==> config.mk <==
export PLATFORM = sky130hd
export DESIGN_NAME = instr_fetch_unit
export DESIGN_NICKNAME = d
export VERILOG_FILES = /design/src/rtl/riscv_pkg.sv /design/src/rtl/instr_fetch_unit.sv
export SDC_FILE = /design/constraint.sdc
export NUM_CORES = 1
export LEC_CHECK = 0
export BUFFER_PORTS_ARGS = -buffer_cell sky130_fd_sc_hd__buf_2
export CORE_MARGIN = 2
export CORE_UTILIZATION = 40
export CTS_CLUSTER_DIAMETER = 100
export DETAILED_ROUTE_END_ITERATION = 7
export PLACE_DENSITY_LB_ADDON = 0.15
export SLEW_MARGIN = 20
export SYNTH_ARGS = -nofsm -noshare
export SYNTH_HDL_FRONTEND = slang
export SYNTH_SLANG_ARGS = --single-unit
==> constraint.sdc <==
create_clock -name clk -period 2.95 [get_ports clk]
set_input_delay 0.7375 -clock clk [delete_from_list [all_inputs] [get_ports clk]]
set_output_delay 0.7375 -clock clk [all_outputs]
set_load 0.05 [all_outputs]
==> src/rtl/riscv_pkg.sv <==
// riscv_pkg: types and constants shared by the instruction fetch unit and
// the main decoder.
//   fetch_state_e : fetch FSM state encoding
//   NOP_INSTR     : canonical RV32I NOP (addi x0, x0, 0)
//   OP_*          : RV32I major opcodes (instr[6:0])
package riscv_pkg;

  typedef enum logic [1:0] {
    FETCH_IDLE = 2'd0,
    FETCH      = 2'd1,
    DRAIN      = 2'd2,
    HOLD       = 2'd3
  } fetch_state_e;

  localparam logic [31:0] NOP_INSTR = 32'h0000_0013;

  localparam logic [6:0] OP_R     = 7'b0110011;
  localparam logic [6:0] OP_I     = 7'b0010011;
  localparam logic [6:0] OP_LOAD  = 7'b0000011;
  localparam logic [6:0] OP_STORE = 7'b0100011;
  localparam logic [6:0] OP_JAL   = 7'b1101111;
  localparam logic [6:0] OP_JALR  = 7'b1100111;
  localparam logic [6:0] OP_LUI   = 7'b0110111;

endpackage

==> src/rtl/instr_fetch_unit.sv <==
// instr_fetch_unit: fetches RV32I words from instruction memory over a
// req/ack handshake, buffers one word and offers it to the decoder over a
// valid/ready handshake. PC redirects discard stale fetches.
//
// Ports
//   clk, rst_n                 system clock / async active-low reset
//   imem_req, imem_addr        fetch request and address (held until ack)
//   imem_ack, imem_rdata       memory response
//   redirect, redirect_target  single-cycle PC redirect (bits [1:0] dropped)
//   instr_valid, instr_ready   decoder handshake
//   instr, instr_pc, op, F     buffered word, its PC, opcode and funct3
//   fetch_count                completed decoder handshakes (wraps)
//
// state      | meaning
// FETCH_IDLE | no request; one bubble before the next fetch
// FETCH      | request outstanding at pc, result will be kept
// DRAIN      | request outstanding but redirected; result will be dropped
// HOLD       | buffered word presented to the decoder
module instr_fetch_unit
  import riscv_pkg::*;
#(
  parameter int          XLEN     = 32,
  parameter logic [31:0] RESET_PC = 32'h0000_0000,
  parameter int          PC_STEP  = 4
) (
  input  logic            clk,
  input  logic            rst_n,
  output logic            imem_req,
  output logic [XLEN-1:0] imem_addr,
  input  logic            imem_ack,
  input  logic [XLEN-1:0] imem_rdata,
  input  logic            redirect,
  input  logic [XLEN-1:0] redirect_target,
  output logic            instr_valid,
  input  logic            instr_ready,
  output logic [XLEN-1:0] instr,
  output logic [XLEN-1:0] instr_pc,
  output logic [6:0]      op,
  output logic [2:0]      F,
  output logic [31:0]     fetch_count
);

  fetch_state_e    state, state_nxt;
  logic [XLEN-1:0] pc, pc_nxt;
  logic [XLEN-1:0] pc_pending, pc_pending_nxt;
  logic [XLEN-1:0] instr_q, instr_nxt;
  logic [XLEN-1:0] instr_pc_q, instr_pc_nxt;
  logic            valid_q, valid_nxt;
  logic [31:0]     count_q, count_nxt;
  logic [XLEN-1:0] target_aligned;

  assign target_aligned = redirect_target & ~XLEN'(3);

  always_ff @(posedge clk or negedge rst_n) begin
    if (!rst_n) begin
      state      <= FETCH_IDLE;
      pc         <= XLEN'(RESET_PC);
      pc_pending <= XLEN'(RESET_PC);
      instr_q    <= XLEN'(NOP_INSTR);
      instr_pc_q <= XLEN'(RESET_PC);
      valid_q    <= 1'b0;
      count_q    <= '0;
    end else begin
      state      <= state_nxt;
      pc         <= pc_nxt;
      pc_pending <= pc_pending_nxt;
      instr_q    <= instr_nxt;
      instr_pc_q <= instr_pc_nxt;
      valid_q    <= valid_nxt;
      count_q    <= count_nxt;
    end
  end

  always_comb begin
    state_nxt      = state;
    pc_nxt         = pc;
    pc_pending_nxt = pc_pending;
    instr_nxt      = instr_q;
    instr_pc_nxt   = instr_pc_q;
    valid_nxt      = valid_q;
    count_nxt      = count_q;

    unique case (state)
      FETCH_IDLE: begin
        // nothing is outstanding, so a redirect here simply retargets pc
        if (redirect) pc_nxt = target_aligned;
        state_nxt = FETCH;
      end
      FETCH: begin
        if (imem_ack && !redirect) begin
          instr_nxt    = imem_rdata;
          instr_pc_nxt = pc;
          valid_nxt    = 1'b1;
          pc_nxt       = pc + XLEN'(PC_STEP);
          state_nxt    = HOLD;
        end else if (imem_ack && redirect) begin
          pc_nxt    = target_aligned;
          state_nxt = FETCH_IDLE;
        end else if (redirect) begin
          // pc keeps driving imem_addr until the stale request is acked
          pc_pending_nxt = target_aligned;
          state_nxt      = DRAIN;
        end
      end
      DRAIN: begin
        if (imem_ack) begin
          pc_nxt    = redirect ? target_aligned : pc_pending;
          state_nxt = FETCH_IDLE;
        end else if (redirect) begin
          pc_pending_nxt = target_aligned;
        end
      end
      HOLD: begin
        if (instr_ready) begin
          valid_nxt = 1'b0;
          count_nxt = count_q + 32'd1;
          state_nxt = FETCH_IDLE;
          if (redirect) pc_nxt = target_aligned;
        end else if (redirect) begin
          valid_nxt = 1'b0;
          pc_nxt    = target_aligned;
          state_nxt = FETCH_IDLE;
        end
      end
      default: state_nxt = FETCH_IDLE;
    endcase
  end

  assign imem_req    = (state == FETCH) || (state == DRAIN);
  assign imem_addr   = pc;
  assign instr_valid = valid_q;
  assign instr       = instr_q;
  assign instr_pc    = instr_pc_q;
  assign op          = instr_q[6:0];
  assign F           = instr_q[14:12];
  assign fetch_count = count_q;

endmodule

==> flow_summary.yaml <==
synthesis:
  synth_top_family_by_area: "simple AND/OR/NAND/NOR gates"
  syn-num-nets: 840
  synthAdderAreaFrac: 0.00995
  synth-edff-count: 0
  ys_warn_count: 0
  synth-xor-area-share: 0.0360
  synth_ff_type: "dfrtp_1"
  synth.top_cells.by_area: "dfrtp_1 (53%), nand2_1 (10%), mux2_2 (4.6%)"
  yosysSeqAreaShare: 0.541
  yosys.area_share.simple: 0.201
  yosys.area.top_type: "dfrtp_1"
  synth-seq-cells: 163
  synth_cell_types: 59
  syn_area_per_cell_um2: 9.86
  ys_async_sr_fraction: 1.00
  synthCells: 765
  synth_top_area_share: 0.531
  yosys-mux-area-fraction: 0.0503
  netlist_area_mm2: 0.00754
  synth-compound-area-share: 0.119
route:
  drt-pass1-iter-count: 6
  drc: 0
  vias_per_cell: 5.10
  drt-initial-drc-count: 362
  wl_mm: 19.3
  vias: 6147
  wire_per_inst_um: 16.0
  drtAntennaViolNets: 0
finish:
  seq_area_mm2: 0.00408
  finalNonFillerCells: 1206
  n_fill_cell: 1782
  fin_nets: 1034
  synthToLayoutAreaGrowth_pct: 24.8
  diodes: 0
  post-route-util: 0.507
  multi_input_area_mm2: 0.00316
  drive_gt1_frac: 0.312
clocking:
  clk_pin_slew_ps: 70
  cts_buffer_depth: 2
  root_buffer: "clkbuf_16"
  cts.sinks: 163
  ctsHtreeMaxLevel: 4
  cts_setup_buffers: 0
  clock_latency_ps: 420
  ctsHoldBuffers: 0
  numCtsBuffers: 17
  cts_resized: 0
  cts_tree: "done"
timing:
  holdWs_ps: 316
  slew_headroom: 0.477
  drv_slew: 0
  worst_pin_slew_ps: 779
  rsz0062_at_grt: "no"
  finalHoldViolations: 0
  period_needed_ps: 2420
  period_share: 0.819
  setup_viol: 0
  fmax_mhz: 414
  setup_tns_ps: 0
  skew_ps: 8.71
floorplanning:
  die_y_um: 141
  start_util: 0.406
  die_w_um: 141
  fp-row-count: 50
  core_mm2: 0.0186
  dieArea_mm2: 0.0200
  ioPinCount: 209
worst_setup_path:
  startpoint: "state[0]"
  cpPeakStageDelay_ps: 470
  r2r_cells: 6
  cp_slowest_cell: "ha_1"
  reg2reg_from: "imem_addr[2]"
  cp_max_fo: 6
  path_buf_inv: 2
  rr_endpoint: "imem_addr[26]"
  worstSetupPathType: "reg2out"
  crit_path_end_kind: "output port"
  reg2reg_slack_ps: 710
  start_kind: "register"
  worst_ep_required_time_ps: 2210
  worstPathArrival_ps: 1680
  path_cells: "inv_1 > ha_1 > buf_2"
  critical-path-top-delay-family: "adder cells"
place:
  io_buffer_count: 206
  placed_cells_incl_taps: 1174
  gp_congestion: 0.757
  hpwl_mm: 13.2
global_route:
  track_usage: 0.198
  grt_overflow: 0
  grt_max_degree: 69
  grt_pass1_wl_mm: 31.8
  antenna_found_initial: 1
  grt_pass1_vias: 6022
worst_hold_path:
  hp-class: "in2async"
pwr:
  irDropWorstVdd_uv: 474
  power_leakage_nw: 4.79
  power_density_mw_per_mm2: 1210
run:
  cap_violations: 0
outcome:
  status: "finished, final reports clean"
==> cells in the mapped netlist, types with 2 or more instances <==
cell type	instances
nand2_1	206
dfrtp_1	160
o21ai_0	49
mux2_2	31
nor2_1	28
nand3_1	27
xnor2_1	22
inv_1	18
nand4_1	16
a21oi_1	15
buf_2	14
clkbuf_1	14
a221oi_1	13
buf_4	11
nor3_1	11
a22oi_1	9
xor2_1	9
and2_1	8
buf_1	8
nor4_1	7
a2bb2oi_1	6
a31oi_1	6
and3_1	6
ha_1	6
o21ai_1	5
a22o_1	4
o31a_1	4
a21o_1	3
a222oi_1	3
dfstp_2	3
mux2i_1	3
nand2b_1	3
nand4_2	3
nor4_4	3
o31ai_1	3
and4_1	2
o211ai_1	2
o22ai_1	2
or3_1	2
==> worst register-to-register path: stages, from the launching register on <==
cell     delay [ps]
dfrtp_1         540
ha_1            310
nand3_2         210
or4_1           620
nor2_1          230
a31oi_1         120
o21ai_1         130
==> state kept, by name, summed over array words and instances (netlist names) <==
register,cells
pc_pending,32
state,2
instr_valid,1
fetch_count,32
instr_pc,32
instr,32
imem_addr,32
==> per-layer routing <==
metal / track usage / part of all wire / routed length (µm)
met1: 0.264 / 0.45 / 8750
met4: 0.0447 / 0.0093 / 180
met5: 0 / 0.00083 / 16
met2: 0.325 / 0.48 / 9360
met3: 0.0516 / 0.053 / 1030
==> cell usage in the layout, fill, tap and decap left out, types with 13 or more instances in the layout <==
cell / count
nand2_1: 206
buf_2: 205
dfrtp_1: 160
o21ai_0: 49
mux2_2: 31
nor2_1: 27
nand3_1: 27
xnor2_1: 22
inv_1: 18
clkbuf_16: 17
nand4_1: 16
a21oi_1: 15
buf_4: 14
a221oi_1: 13
==> cell families after synthesis <==
| group | count (synthesis) |
|---|---|
| DFF | 163 |
| AOI/OAI and AO/OA | 134 |
| and+or+nand+nor | 330 |
| adders and majority gates | 6 |
| buffers and inverters | 67 |
| xor gates and xnor gates | 31 |
| muxes | 34 |
==> worst max-delay path by stage <==
stage                    endpoint  slack [ps]  depth (start not counted)
floorplan           imem_addr[30]         710                          5
global placement    imem_addr[25]         500                          7
detailed placement  imem_addr[13]         500                          7
CTS                      imem_req         500                          3
global route             imem_req         440                          3
finish                   imem_req         530                          3
==> final cells by class <==
cell class	count	area share
multi-input cells	535	0.336
clock inverters	13	0.0158
flip-flops and latches	163	0.434
repair buffers	224	0.130
inverters	18	0.00718
well taps	234	0.0311
clock buffers	19	0.0470
==> where the power goes <==
part	leakage (nW)	total, W	internal, W	switching, W
combinational	2.45	0.00541	0.00144	0.00397
sequential	2.06	0.00377	0.00309	0.000684
clock	0.281	0.00222	0.00128	0.000938
total	4.79	0.0114	0.00581	0.00559
==> through the flow <==
stage / power (W) / instance area (µm²) / worst slack [ps]
6_report: 0.0114 / 9420 / 534
3_3_place_gp: 0.00918 / 8820 / 497
2_1_floorplan: 0.00788 / 7540 / 714
4_1_cts: 0.0115 / 9420 / 505
5_1_grt: 0.0121 / 9420 / 436
3_5_place_dp: 0.00926 / 8820 / 500
Note: power is estimated with default switching activity, not from simulation.
